**config.mk**
```make
export PLATFORM = sky130hd
export DESIGN_NAME = ext_pwr_seq_ctrl
export DESIGN_NICKNAME = d
export VERILOG_FILES = /design/src/rtl/ext_pwr_seq_pkg.sv /design/src/rtl/ext_pwr_domain_fsm.sv /design/src/rtl/ext_pwr_seq_ctrl.sv
export SDC_FILE = /design/constraint.sdc
export NUM_CORES = 1
export LEC_CHECK = 0
export ABC_AREA = 1
export ABC_CLOCK_PERIOD_IN_PS = 3300
export BUFFER_PORTS_ARGS = -buffer_cell sky130_fd_sc_hd__clkbuf_2
export CORE_UTILIZATION = 30
export DETAILED_ROUTE_END_ITERATION = 10
export GPL_TIMING_DRIVEN = 0
export SETUP_SLACK_MARGIN = 0.1
export SYNTH_ARGS = -nofsm -noshare
export SYNTH_HDL_FRONTEND = slang
export SYNTH_SLANG_ARGS = --single-unit
export TNS_END_PERCENT = 5
```
**constraint.sdc**
```tcl
create_clock -name clk_i -period 3.3 [get_ports clk_i]
set_input_delay 0.165 -clock clk_i [delete_from_list [all_inputs] [get_ports clk_i]]
set_output_delay 0.165 -clock clk_i [all_outputs]
set_load 0.01 [all_outputs]
```
**src/rtl/ext_pwr_seq_pkg.sv**
```systemverilog
// ext_pwr_seq_pkg: shared state encoding, control decode and counter sizing for the power sequencer.
package ext_pwr_seq_pkg;

    typedef enum logic [3:0] {
        ST_BOOT, ST_BOOT_HOLD, ST_ON, ST_CLK_OFF, ST_ISO_ON, ST_RST_ON,
        ST_SW_OFF, ST_OFF, ST_SW_ON, ST_CLK_ON, ST_RST_REL, ST_ERR
    } state_e;

    localparam int DEF_STEP_CYCLES = 4;
    localparam int DEF_ACK_TIMEOUT = 64;

    function automatic int cnt_width(input int step, input int timeout);
        return $clog2((step > timeout ? step : timeout) + 1);
    endfunction

    localparam int CNT_W = cnt_width(DEF_STEP_CYCLES, DEF_ACK_TIMEOUT);

    // {switch_no, iso_no, rst_no, clkgate_en_no}; ERR is resolved by the caller
    function automatic logic [3:0] ctl_of(input state_e s);
        case (s)
            ST_ON:               return 4'b0111;
            ST_CLK_OFF:          return 4'b0110;
            ST_ISO_ON:           return 4'b0010;
            ST_RST_ON, ST_SW_ON: return 4'b0000;
            ST_SW_OFF, ST_OFF:   return 4'b1000;
            ST_RST_REL:          return 4'b0011;
            default:             return 4'b0001;
        endcase
    endfunction

endpackage

```
**src/rtl/ext_pwr_domain_fsm.sv**
```systemverilog
// ext_pwr_domain_fsm: one power domain's sequencer FSM, step/timeout counter and control decode.
module ext_pwr_domain_fsm
    import ext_pwr_seq_pkg::*;
#(
    parameter int STEP_CYCLES = 4,
    parameter int ACK_TIMEOUT = 64
) (
    input  logic       clk_i,
    input  logic       rst_i,
    input  logic       i_off_req,
    input  logic       i_on_req,
    input  logic       i_ack_n,
    output logic [3:0] o_ctl,
    output logic       o_on,
    output logic       o_off,
    output logic       o_busy,
    output logic       o_err,
    output logic       o_drop
);
    localparam int CW = cnt_width(STEP_CYCLES, ACK_TIMEOUT);
    localparam logic [CW-1:0] STEP_LAST = CW'(STEP_CYCLES - 1);
    localparam logic [CW-1:0] TO_LAST = CW'(ACK_TIMEOUT - 1);

    state_e r_state, w_next;
    logic [CW-1:0] r_cnt;
    logic [3:0] r_err_ctl;
    logic r_drop;
    logic w_step, w_to, w_off_ok, w_on_ok;

    assign w_step = r_cnt == STEP_LAST;
    assign w_to = r_cnt == TO_LAST;
    assign w_off_ok = i_off_req & ~i_on_req & (r_state == ST_ON);
    assign w_on_ok = i_on_req & ~i_off_req & (r_state == ST_OFF || r_state == ST_ERR);

    // counter restarts on every state change and saturates instead of wrapping
    always_ff @(posedge clk_i) begin
        if (rst_i) begin
            r_state <= ST_BOOT;
            r_cnt <= '0;
            r_err_ctl <= 4'b0001;
            r_drop <= 1'b0;
        end else begin
            r_state <= w_next;
            r_cnt <= (w_next != r_state) ? '0 : (&r_cnt ? r_cnt : r_cnt + 1'b1);
            r_drop <= (i_off_req | i_on_req) & ~(w_off_ok | w_on_ok);
            if (w_next == ST_ERR && r_state != ST_ERR) r_err_ctl <= ctl_of(r_state);
        end
    end

    always_comb begin
        w_next = r_state;
        case (r_state)
            ST_BOOT:      w_next = !i_ack_n ? ST_BOOT_HOLD : (w_to ? ST_ERR : ST_BOOT);
            ST_BOOT_HOLD: w_next = w_step ? ST_ON : ST_BOOT_HOLD;
            ST_ON:        w_next = w_off_ok ? ST_CLK_OFF : ST_ON;
            ST_CLK_OFF:   w_next = w_step ? ST_ISO_ON : ST_CLK_OFF;
            ST_ISO_ON:    w_next = w_step ? ST_RST_ON : ST_ISO_ON;
            ST_RST_ON:    w_next = w_step ? ST_SW_OFF : ST_RST_ON;
            ST_SW_OFF:    w_next = i_ack_n ? ST_OFF : (w_to ? ST_ERR : ST_SW_OFF);
            ST_OFF:       w_next = w_on_ok ? ST_SW_ON : ST_OFF;
            ST_SW_ON:     w_next = !i_ack_n ? ST_CLK_ON : (w_to ? ST_ERR : ST_SW_ON);
            ST_CLK_ON:    w_next = w_step ? ST_RST_REL : ST_CLK_ON;
            ST_RST_REL:   w_next = w_step ? ST_ON : ST_RST_REL;
            ST_ERR:       w_next = w_on_ok ? ST_SW_ON : ST_ERR;
            default:      w_next = ST_BOOT;
        endcase
    end

    always_comb begin
        o_ctl = (r_state == ST_ERR) ? r_err_ctl : ctl_of(r_state);
        o_on = r_state == ST_ON;
        o_off = r_state == ST_OFF;
        o_err = r_state == ST_ERR;
        o_busy = !(o_on || o_off || o_err);
        o_drop = r_drop;
    end

endmodule

```
**src/rtl/ext_pwr_seq_ctrl.sv**
```systemverilog
// ext_pwr_seq_ctrl: independent power-down/power-up sequencers for the external subsystem domains.
module ext_pwr_seq_ctrl
    import ext_pwr_seq_pkg::*;
#(
    parameter int NUM_DOMAINS = 1,
    parameter int STEP_CYCLES = DEF_STEP_CYCLES,
    parameter int ACK_TIMEOUT = DEF_ACK_TIMEOUT
) (
    input  logic                   clk_i,
    input  logic                   rst_i,
    input  logic [NUM_DOMAINS-1:0] pwr_off_req_i,
    input  logic [NUM_DOMAINS-1:0] pwr_on_req_i,
    input  logic [NUM_DOMAINS-1:0] switch_ack_ni,
    output logic [NUM_DOMAINS-1:0] switch_no,
    output logic [NUM_DOMAINS-1:0] iso_no,
    output logic [NUM_DOMAINS-1:0] rst_no,
    output logic [NUM_DOMAINS-1:0] clkgate_en_no,
    output logic [NUM_DOMAINS-1:0] on_o,
    output logic [NUM_DOMAINS-1:0] off_o,
    output logic [NUM_DOMAINS-1:0] busy_o,
    output logic [NUM_DOMAINS-1:0] err_o,
    output logic [NUM_DOMAINS-1:0] req_drop_o
);
    for (genvar d = 0; d < NUM_DOMAINS; d++) begin : g_dom
        logic [3:0] w_ctl;
        ext_pwr_domain_fsm #(
            .STEP_CYCLES(STEP_CYCLES),
            .ACK_TIMEOUT(ACK_TIMEOUT)
        ) u_fsm (
            .clk_i    (clk_i),
            .rst_i    (rst_i),
            .i_off_req(pwr_off_req_i[d]),
            .i_on_req (pwr_on_req_i[d]),
            .i_ack_n  (switch_ack_ni[d]),
            .o_ctl    (w_ctl),
            .o_on     (on_o[d]),
            .o_off    (off_o[d]),
            .o_busy   (busy_o[d]),
            .o_err    (err_o[d]),
            .o_drop   (req_drop_o[d])
        );
        assign {switch_no[d], iso_no[d], rst_no[d], clkgate_en_no[d]} = w_ctl;
    end

endmodule

```
==> flow_metrics.env <==
export IMPL_endpoint_kind="register"
export IMPL_maxSlewHeadroom=0.8099
export IMPL_grt_pass1_vias=1189
export IMPL_met2_length_um=1123
export IMPL_clk_latency_ns=0.26
export IMPL_crit_family="simple AND/OR/NAND/NOR gates"
export IMPL_min_path_cells=2
export IMPL_ys_ff_latch=20
export IMPL_cts_htree_levels=1
export IMPL_rsz0062_at_grt="no"
export IMPL_place_congestion=0.8624
export IMPL_yosysMostFrequentCell="nand2_1"
export IMPL_p_per_area_mw_per_mm2=380.0
export IMPL_clkSinkCount=20
export IMPL_reg2reg_from="g_dom[0].u_fsm.r_cnt[0]$_SDFFE_PP0N_"
export IMPL_avgSynthCellArea_sq_um=6.023
export IMPL_worst_hold_path_endpoint="g_dom[0].u_fsm.r_state[3]$_SDFF_PP0_"
export IMPL_synth_cells_most_frequent="nand2_1, nor2_1, inv_1"
export IMPL_n_antenna_cell=0
export IMPL_layout_drive_gt1_share=0.1538
export IMPL_gr_total_overflow=0
export IMPL_synth_cell_types=20
export IMPL_core_sq_mm=0.003799
export IMPL_fin_nets=228
export IMPL_dieWidth_um=66.00
export IMPL_wl_met1_um=1273
export IMPL_row_count=22
export IMPL_cts_setup_buffers=0
export IMPL_hold_violations=0
export IMPL_grt_max_degree=13
export IMPL_cp_buffers_inverters=2
export IMPL_max_stage_delay_ns=0.37
export IMPL_totalWireLength_um=2554
export IMPL_synthTopCellsByArea="dfxtp_1, nand2_1, nor2_1"
export IMPL_antenna_left=0
export IMPL_cts_root_buffer="clkbuf_8"
export IMPL_post_cts_resized=0
export IMPL_max_freq_mhz=499.5
export IMPL_slew_violations=0
export IMPL_io_buffers=13
export IMPL_cts_hold_buf=0
export IMPL_netlist_area_sq_mm=0.001229
export IMPL_antenna_found_initial=0
export IMPL_cp_slowest_cell="dfxtp_1"
export IMPL_start_util=0.3235
export IMPL_syn_nets=210
export IMPL_ys_warn_count=0
export IMPL_viasPerCell=4.480
export IMPL_io_pin_count=14
export IMPL_crit_arrival_ns=2.15
export IMPL_grt_pass1_wl_um=4719
export IMPL_clk_pin_slew_ns=0.08
export IMPL_synth_top_cell_by_area="dfxtp_1"
export IMPL_min_delay_start="rst_i"
export IMPL_wire_per_inst_um=9.494
export IMPL_synth_ff_type="dfxtp_1"
export IMPL_startpoint_type="register"
export IMPL_critPathMaxFanout=7
export IMPL_cap_violations=0
export IMPL_area_growth_pct=15.99
export IMPL_ir_drop_v=0.0001802
export IMPL_hold_class="in -> reg"
export IMPL_cts_buffer_depth=2
export IMPL_ys_seq_area_frac=0.3259
export IMPL_final_core_util=0.3752
export IMPL_drc=0
export IMPL_crit_type="reg -> reg"
export IMPL_r2r_slack_ns=1.30
export IMPL_met3WireLength_um=89
export IMPL_synth_top_cell_area_share=0.3259
export IMPL_cp_required_ns=3.45
export IMPL_period_share=0.6066
export IMPL_r2r_end="g_dom[0].u_fsm.r_cnt[4]$_SDFFE_PP0N_"
export IMPL_dieArea_sq_mm=0.004355
export IMPL_min_period_ns=2.002
export IMPL_num_vias=1205
export IMPL_setup_viol_count_final=0
export IMPL_post_dp_hpwl_um=2077
export IMPL_synth_edf_count=0
export IMPL_drtIter0Drc=57
export IMPL_cp_cell_sequence="ha_1 > nand3_1 > inv_1 > nand2_1 > o21ai_0 > nand2_1 > o21ai_0 > inv_1 > nand3_4 > nor2_1"
export IMPL_cts_buffers=3
export IMPL_tightestPinTransition_ns=0.2841
export IMPL_syn_inst=204
export IMPL_final_setup_skew_ns=0.006107
export IMPL_grt_usage=0.1397
export IMPL_cts_tree="done"
export IMPL_power_leakage_uw=0.0007619
export IMPL_firstDrtPassIters=4
export IMPL_top_layer_used="met4"
export IMPL_r2r_cells=10
export IMPL_die_height_um=66.00
export IMPL_outcome="completed"
export IMPL_async_flop_share=0
export IMPL_setup_tns_ns=0
cell families after synthesis:
kind of cell | Yosys count | share of synthesized area
buffers and inverters | 30 | 0.09165
flip-flops | 20 | 0.3259
multiplexers | 1 | 0.009164
XOR/XNOR | 4 | 0.02852
AO/OA/AOI/OAI | 8 | 0.03258
adder cells (fa/ha/maj) | 1 | 0.01018
AND/OR/NAND/NOR | 140 | 0.5020
placed cells by master (no fill, tap or decap), types with 2 or more instances in the layout:
cell type / synthesis / final
inv_2: 2 / 2
inv_1: 28 / 28
clkbuf_8: 0 / 3
xor2_1: 3 / 3
clkbuf_2: 0 / 13
nand3_1: 25 / 25
nor2_2: 5 / 5
o21ai_0: 5 / 5
a21oi_1: 2 / 2
nand2_2: 6 / 6
dfxtp_1: 20 / 20
nand2_1: 63 / 63
nor2_1: 36 / 36
power by group:
| part | internal [uW] | leakage (uW) | total, uW | switching, uW |
|---|---|---|---|---|
| clock | 162 | 0.0000357 | 242 | 80.1 |
| sequential | 246 | 0.000162 | 250 | 3.99 |
| combinational | 17.8 | 0.000564 | 49.6 | 31.8 |
metal layers:
layer	track usage	vias up
met3	0.02414	6
met5	0	-
li1	-	658
met4	0.09043	0
met2	0.2181	20
met1	0.1752	521
worst max-delay path by stage:
stage / from / to / slack (ns) / cells past startpoint
4_1_cts: g_dom[0].u_fsm.r_cnt[0]$_SDFFE_PP0N_ / g_dom[0].u_fsm.r_cnt[4]$_SDFFE_PP0N_ / 1.29 / 10
2_1_floorplan: g_dom[0].u_fsm.r_cnt[0]$_SDFFE_PP0N_ / g_dom[0].u_fsm.r_cnt[4]$_SDFFE_PP0N_ / 1.68 / 10
3_5_place_dp: g_dom[0].u_fsm.r_cnt[0]$_SDFFE_PP0N_ / g_dom[0].u_fsm.r_cnt[4]$_SDFFE_PP0N_ / 1.31 / 10
3_3_place_gp: g_dom[0].u_fsm.r_cnt[0]$_SDFFE_PP0N_ / g_dom[0].u_fsm.r_cnt[4]$_SDFFE_PP0N_ / 1.35 / 10
5_1_grt: g_dom[0].u_fsm.r_cnt[0]$_SDFFE_PP0N_ / g_dom[0].u_fsm.r_cnt[3]$_SDFFE_PP0N_ / 1.05 / 10
6_report: g_dom[0].u_fsm.r_cnt[0]$_SDFFE_PP0N_ / g_dom[0].u_fsm.r_cnt[4]$_SDFFE_PP0N_ / 1.30 / 10
cell type report:
type,instances,area (sq um)
sequential,20,400.4
fill,427,2374
multi-input combinational,154,715.7
tap,48,60.06
inverter,30,112.6
clock inverter,1,30.03
timing repair buffer,13,65.06
clock buffer,3,41.29
through the flow:
stage	instances	cell area, sq um	total power, uW	hold WS [ns]	setup WS (ns)
CTS	269	1425	547.6	0.1672	1.285
detailed placement	265	1354	305.5	0.4420	1.310
global placement	265	1354	305.2	0.4444	1.350
global route	269	1425	567.4	0.1701	1.048
floorplan	204	1229	291.4	0.2440	1.680
finish	269	1425	541.5	0.1718	1.298
worst register-to-register path: stages (launching register included):
cell,delay [ns]
dfxtp_1,0.37
ha_1,0.27
nand3_1,0.16
inv_1,0.12
nand2_1,0.10
o21ai_0,0.25
nand2_1,0.15
o21ai_0,0.21
inv_1,0.10
nand3_4,0.13
nor2_1,0.05
(Power assumes the default switching activity.)
